$ cat src/rtl/apu_pkg.sv
`default_nettype none
// +----------------------------------------------------------------------+
// | apu_pkg : shared address map, status layout and timer state type     |
// | Rev 1.0                                                               |
// +----------------------------------------------------------------------+
package apu_pkg;

   localparam logic [4:0] ADDR_P1_0   = 5'h00;
   localparam logic [4:0] ADDR_P1_1   = 5'h01;
   localparam logic [4:0] ADDR_P1_2   = 5'h02;
   localparam logic [4:0] ADDR_P1_3   = 5'h03;
   localparam logic [4:0] ADDR_P2_0   = 5'h04;
   localparam logic [4:0] ADDR_P2_1   = 5'h05;
   localparam logic [4:0] ADDR_P2_2   = 5'h06;
   localparam logic [4:0] ADDR_P2_3   = 5'h07;
   localparam logic [4:0] ADDR_STATUS = 5'h15;
   localparam logic [4:0] ADDR_FRAME  = 5'h17;

   localparam int STATUS_LEN1_BIT = 0;
   localparam int STATUS_LEN2_BIT = 1;
   localparam int STATUS_IRQ_BIT  = 6;

   typedef enum logic [1:0] {
      FR_IDLE  = 2'd0,
      FR_COUNT = 2'd1,
      FR_PULSE = 2'd2
   } fr_state_e;

   function automatic logic [7:0] status_byte(input logic irq, input logic [1:0] len_active);
      status_byte                  = 8'h00;
      status_byte[STATUS_IRQ_BIT]  = irq;
      status_byte[STATUS_LEN1_BIT] = len_active[0];
      status_byte[STATUS_LEN2_BIT] = len_active[1];
   endfunction

endpackage
`default_nettype wire

$ cat src/rtl/apu_frame_reset_timer.sv
`default_nettype none
// +----------------------------------------------------------------------+
// | apu_frame_reset_timer : delayed one-cycle frame_reset after $4017     |
// | Rev 1.0                                                               |
// +----------------------------------------------------------------------+
module apu_frame_reset_timer
   import apu_pkg::*;
#(
   parameter int FRAME_RESET_DELAY = 3
) (
   input  logic clk,
   input  logic reset,
   input  logic load,
   output logic frame_reset
);

   // Counting from DELAY-1 puts PULSE exactly DELAY edges after the load edge.
   localparam logic [3:0] LOAD_VAL = 4'(FRAME_RESET_DELAY - 1);

   fr_state_e  state_q, state_d;
   logic [3:0] cnt_q, cnt_d;

   always_ff @(posedge clk) begin
      if (reset) begin
         state_q <= FR_IDLE;
         cnt_q   <= 4'd0;
      end else begin
         state_q <= state_d;
         cnt_q   <= cnt_d;
      end
   end

   always_comb begin
      state_d = state_q;
      cnt_d   = cnt_q;
      case (state_q)
         FR_IDLE:  state_d = FR_IDLE;
         FR_COUNT: begin
            if (cnt_q == 4'd0) state_d = FR_PULSE;
            else               cnt_d   = cnt_q - 4'd1;
         end
         FR_PULSE: state_d = FR_IDLE;
         default:  state_d = FR_IDLE;
      endcase
      if (load) begin
         state_d = FR_COUNT;
         cnt_d   = LOAD_VAL;
      end
   end

   assign frame_reset = (state_q == FR_PULSE);

endmodule
`default_nettype wire

$ cat src/rtl/apu_register_interface.sv
`default_nettype none
// +----------------------------------------------------------------------+
// | apu_register_interface : CPU write/read front end of the APU regs     |
// | Rev 1.0                                                               |
// +----------------------------------------------------------------------+
module apu_register_interface
   import apu_pkg::*;
#(
   parameter int FRAME_RESET_DELAY = 3,
   parameter bit OPEN_BUS          = 1'b1
) (
   input  logic       clk,
   input  logic       reset,
   input  logic [4:0] cpu_addr,
   input  logic [7:0] cpu_wdata,
   input  logic       cpu_we,
   input  logic       cpu_re,
   output logic [7:0] cpu_rdata,
   output logic       cpu_rvalid,
   output logic [7:0] p1_reg0,
   output logic [7:0] p1_reg1,
   output logic [7:0] p1_reg2,
   output logic [7:0] p1_reg3,
   output logic [7:0] p2_reg0,
   output logic [7:0] p2_reg1,
   output logic [7:0] p2_reg2,
   output logic [7:0] p2_reg3,
   output logic [1:0] p_restart,
   output logic [1:0] p_sweep_reload,
   output logic [1:0] channel_enable,
   output logic [1:0] length_clear,
   input  logic [1:0] length_active,
   input  logic       frame_irq,
   output logic       frame_irq_clear,
   output logic       frame_mode,
   output logic       frame_irq_inhibit,
   output logic       frame_reset
);

   logic [7:0][7:0] img_q, img_d;
   logic [1:0]      restart_q, restart_d, sweep_q, sweep_d;
   logic [1:0]      enable_q, enable_d, len_clr_q, len_clr_d;
   logic            irq_clr_q, irq_clr_d, mode_q, mode_d, inhibit_q, inhibit_d;
   logic [7:0]      rdata_q, rdata_d, open_bus_q, open_bus_d;
   logic            rvalid_q, rvalid_d;
   logic            frame_load;

   always_ff @(posedge clk) begin
      if (reset) begin
         img_q      <= '0;
         restart_q  <= '0;
         sweep_q    <= '0;
         enable_q   <= '0;
         len_clr_q  <= '0;
         irq_clr_q  <= 1'b0;
         mode_q     <= 1'b0;
         inhibit_q  <= 1'b0;
         rdata_q    <= 8'h00;
         rvalid_q   <= 1'b0;
         open_bus_q <= 8'h00;
      end else begin
         img_q      <= img_d;
         restart_q  <= restart_d;
         sweep_q    <= sweep_d;
         enable_q   <= enable_d;
         len_clr_q  <= len_clr_d;
         irq_clr_q  <= irq_clr_d;
         mode_q     <= mode_d;
         inhibit_q  <= inhibit_d;
         rdata_q    <= rdata_d;
         rvalid_q   <= rvalid_d;
         open_bus_q <= open_bus_d;
      end
   end

   always_comb begin
      img_d      = img_q;
      restart_d  = 2'b00;
      sweep_d    = 2'b00;
      enable_d   = enable_q;
      len_clr_d  = 2'b00;
      irq_clr_d  = 1'b0;
      mode_d     = mode_q;
      inhibit_d  = inhibit_q;
      rdata_d    = rdata_q;
      rvalid_d   = cpu_re;
      open_bus_d = open_bus_q;
      frame_load = 1'b0;

      // Read first so a simultaneous write cannot leak into the returned byte.
      if (cpu_re) begin
         if (cpu_addr == ADDR_STATUS) begin
            rdata_d   = status_byte(frame_irq, length_active);
            irq_clr_d = 1'b1;
         end else begin
            rdata_d   = OPEN_BUS ? open_bus_q : 8'h00;
         end
         open_bus_d = rdata_d;
      end

      if (cpu_we) begin
         open_bus_d = cpu_wdata;
         if (cpu_addr < 5'd8) img_d[cpu_addr[2:0]] = cpu_wdata;
         case (cpu_addr)
            ADDR_P1_1:   sweep_d[0]   = 1'b1;
            ADDR_P2_1:   sweep_d[1]   = 1'b1;
            ADDR_P1_3:   restart_d[0] = 1'b1;
            ADDR_P2_3:   restart_d[1] = 1'b1;
            ADDR_STATUS: begin
               enable_d  = cpu_wdata[1:0];
               len_clr_d = ~cpu_wdata[1:0];
            end
            ADDR_FRAME:  begin
               mode_d     = cpu_wdata[7];
               inhibit_d  = cpu_wdata[6];
               frame_load = 1'b1;
            end
            default:     ;
         endcase
      end
   end

   apu_frame_reset_timer #(
      .FRAME_RESET_DELAY(FRAME_RESET_DELAY)
   ) u_frame_reset_timer (
      .clk        (clk),
      .reset      (reset),
      .load       (frame_load),
      .frame_reset(frame_reset)
   );

   assign p1_reg0           = img_q[0];
   assign p1_reg1           = img_q[1];
   assign p1_reg2           = img_q[2];
   assign p1_reg3           = img_q[3];
   assign p2_reg0           = img_q[4];
   assign p2_reg1           = img_q[5];
   assign p2_reg2           = img_q[6];
   assign p2_reg3           = img_q[7];
   assign p_restart         = restart_q;
   assign p_sweep_reload    = sweep_q;
   assign channel_enable    = enable_q;
   assign length_clear      = len_clr_q;
   assign frame_irq_clear   = irq_clr_q;
   assign frame_mode        = mode_q;
   assign frame_irq_inhibit = inhibit_q;
   assign cpu_rdata         = rdata_q;
   assign cpu_rvalid        = rvalid_q;

endmodule
`default_nettype wire
$ cat config.mk
export PLATFORM = sky130hd
export DESIGN_NAME = apu_register_interface
export DESIGN_NICKNAME = d
export VERILOG_FILES = /design/src/rtl/apu_pkg.sv /design/src/rtl/apu_frame_reset_timer.sv /design/src/rtl/apu_register_interface.sv
export SDC_FILE = /design/constraint.sdc
export NUM_CORES = 1
export LEC_CHECK = 0
export ABC_AREA = 0
export CORE_MARGIN = 3
export CORE_UTILIZATION = 62
export CTS_CLUSTER_DIAMETER = 200
export DETAILED_ROUTE_END_ITERATION = 8
export DONT_BUFFER_PORTS = 1
export GPL_ROUTABILITY_DRIVEN = 0
export PLACE_DENSITY = 0.83
export REMOVE_ABC_BUFFERS = 1
export SLEW_MARGIN = 10
export SYNTH_ARGS = -nofsm -noshare
export SYNTH_HDL_FRONTEND = slang
export SYNTH_SLANG_ARGS = --single-unit
$ cat constraint.sdc
create_clock -name clk -period 1.75 [get_ports clk]
set_input_delay 0.2625 -clock clk [delete_from_list [all_inputs] [get_ports clk]]
set_output_delay 0.2625 -clock clk [all_outputs]
set_load 0.03 [all_outputs]
==> results.toml <==
[outcome]
status = "completed"

[synth]
yosysMostFrequentCell = "dfxtp_1"
synth-edff-count = 0
synth_area_leaders = "dfxtp_1, mux2i_1, nor2_1"
synth_top_area_cell = "dfxtp_1"
syn_avg_cell_area_sq_um = 9.75
ys.flop_type = "dfxtp_1"
synth_area_sq_um = 3720
synth_warnings = 0
seq_area_frac_synth = 0.528
syn_inst = 381
synth-async-reset-ratio = 0
synth-seq-cells = 98
yosys-top-cells-count = "dfxtp_1, nor2_1, mux2i_1, nand2_1, a21oi_1"
synth_top_area_share = 0.528
ys_types = 36

[sta]
finalWorstSetupSlack_ps = 225
slew_violations = 0
tns_ps = 0
rsz0062_at_grt = "no"
slew-limit-headroom = 0.610
fin_crit_ps = 1520
finClkSkew_ps = 3.34
post-route-period-util = 0.871
setup_viol_count_final = 0
tightest_slew_ps = 583
max_freq_mhz = 656
hold_viol = 0

[clocking]
cts_tree = "done"
path_clk_slew_ps = 90
insertion_delay_ps = 340
cts.sink_count = 98
post_cts_buffers = 0
ctsRootBufferMaster = "clkbuf_8"
htree_levels = 3
cts_buffer_depth = 2
numCtsBuffers = 9

[critical_path]
cp.arrival_ps = 1770
crit_type = "primary input to register"
crit_start = "cpu_addr[3]"
crit_path_top_delay_cell = "dlygate4sd3_1"
endpoint_kind = "register"
cp.required_ps = 2000
critPathMaxFanout = 9
r2r-start = "u_frame_reset_timer.cnt_q[0]"
startpoint_type = "primary input"
crit_chain = "and2b_4 -> and3_2 -> mux2i_1 -> nor2_1 -> dlygate4sd3_1"
slowest_delay_ps = 540

[min_path]
hp-class = "primary input to register"
hp-start = "reset"

[power]
leakage_nw = 1.77
powerDensity_nw_per_um2 = 954
vdd_drop_max_mv = 0.656

[route]
drt_iter0_drc = 76
num_vias = 2694
final_antenna_net_count = 0
drc = 0
drt_first_pass_iters = 4
dr_wl_met3_um = 847
wl_met1_um = 3520
routed_wl_um = 8630
avgRoutedWirePerCell_um = 18.6
dr.max_layer_used = "met4"
viasPerCell = 5.79
wl_met2_um = 4080

[layout]
finish.utilization = 0.732
seqCellArea_sq_um = 1960
finalInstanceArea_sq_um = 4130
finalNetCount = 409
diodes = 0
syn2layout_area_growth_pct = 11.1
multi_input_area_sq_um = 1580
drive_gt1_frac = 0.0941
fill_cells = 406
layoutNonFillerInstCount = 465

[floorplanning]
coreArea_sq_um = 5640
die_h_um = 83.4
placement_rows = 27
design.die.area_sq_um = 6960
dieWidth_um = 83.4
ios = 105
start_util = 0.659

[placed_design]
dpl.cell_count = 426
place_area_sq_um = 3680
io_buffers = 0
dp.final_hpwl_um = 5230
pre_cts_ws_ps = 258

[global_routing]
grt_max_degree = 71
antenna_found_initial = 0
grt_use_total = 0.251
grt_pass1_vias = 2671
grt_pass1_wl_um = 13900
grt-ovfl-total = 0

[job]
drv_cap = 0
worst max-delay path: cells and delay by family:
family,cells,cell delay (ps)
buffers and inverters,1,540
and+or+nand+nor,3,700
muxes,1,270
metrics by stage:
step	total power [mW]	hold WS, ps
floorplan	2.46	329
global placement	2.48	339
detailed placement	2.48	341
CTS	3.96	10.4
global route	4.07	9.50
finish	3.94	34.3
state kept, by name (all words and copies together) (netlist names), 4 cells and up:
signal	cells
p1_reg1	8
p2_reg0	8
p2_reg3	8
p1_reg2	8
p1_reg0	8
p2_reg1	8
open_bus_q	8
p2_reg2	8
u_frame_reset_timer.cnt_q	4
p1_reg3	8
cpu_rdata	8
layout by cell type, fill, tap and decap left out, types with 2 or more instances in the layout:
cell type / n
clkinvlp_4: 2
nand3_1: 22
dfxtp_1: 98
mux2i_1: 55
nand2_1: 30
nor3_1: 6
nor2_1: 61
clkbuf_8: 11
or3b_2: 5
buf_4: 4
nor2b_1: 5
a21oi_1: 26
nand3_4: 3
nor3b_1: 3
dlygate4sd3_1: 22
nand3b_1: 2
inv_1: 2
a211oi_1: 4
o22ai_1: 8
and3_1: 3
path summary, 6_finish.rpt:
path / endpoint / slack (ps) / cells past startpoint
worst max register to register: u_frame_reset_timer.cnt_q[0] / 250 / 6
worst min register to register: cpu_rdata[7] / 490 / 2
worst min-delay path: open_bus_q[4] / 30 / 1
worst max-delay path: p2_reg3[4] / 230 / 5
final cells by class:
| cell class | instances | area share |
|---|---|---|
| sequential | 98 | 0.475 |
| multi-input combinational | 249 | 0.384 |
| timing repair buffer | 27 | 0.0673 |
| clock buffer | 12 | 0.0376 |
| tap | 72 | 0.0218 |
| clock inverter | 4 | 0.0121 |
| inverter | 3 | 0.00273 |
layer usage:
metal | global-route usage | up-vias
li1 | - | 1309
met1 | 0.304 | 1258
met2 | 0.403 | 110
met3 | 0.0903 | 17
met4 | 0.105 | 0
met5 | 0 | -
timing repair:
item | CTS | global route
resized for setup | 0 | 1
endpoints found under the hold margin | 89 | 0
setup endpoints to repair | 0 | 2
hold buffers | 23 | 0
power by group:
part           total [mW]  switching (mW)  internal [mW]
Combinational       0.147          0.0789         0.0680
Clock                1.47           0.732          0.738
Sequential           2.32          0.0620           2.26
Total                3.94           0.873           3.07
logic make-up after synthesis:
group,Yosys count,share of synthesized area
buffers and inverters,34,0.0461
xor gates and xnor gates,2,0.00471
muxes,55,0.148
DFF,98,0.528
and+or+nand+nor,152,0.210
AOI/OAI and AO/OA,39,0.0593
adders and majority gates,1,0.00337
Power figures use the tool's default switching activity.
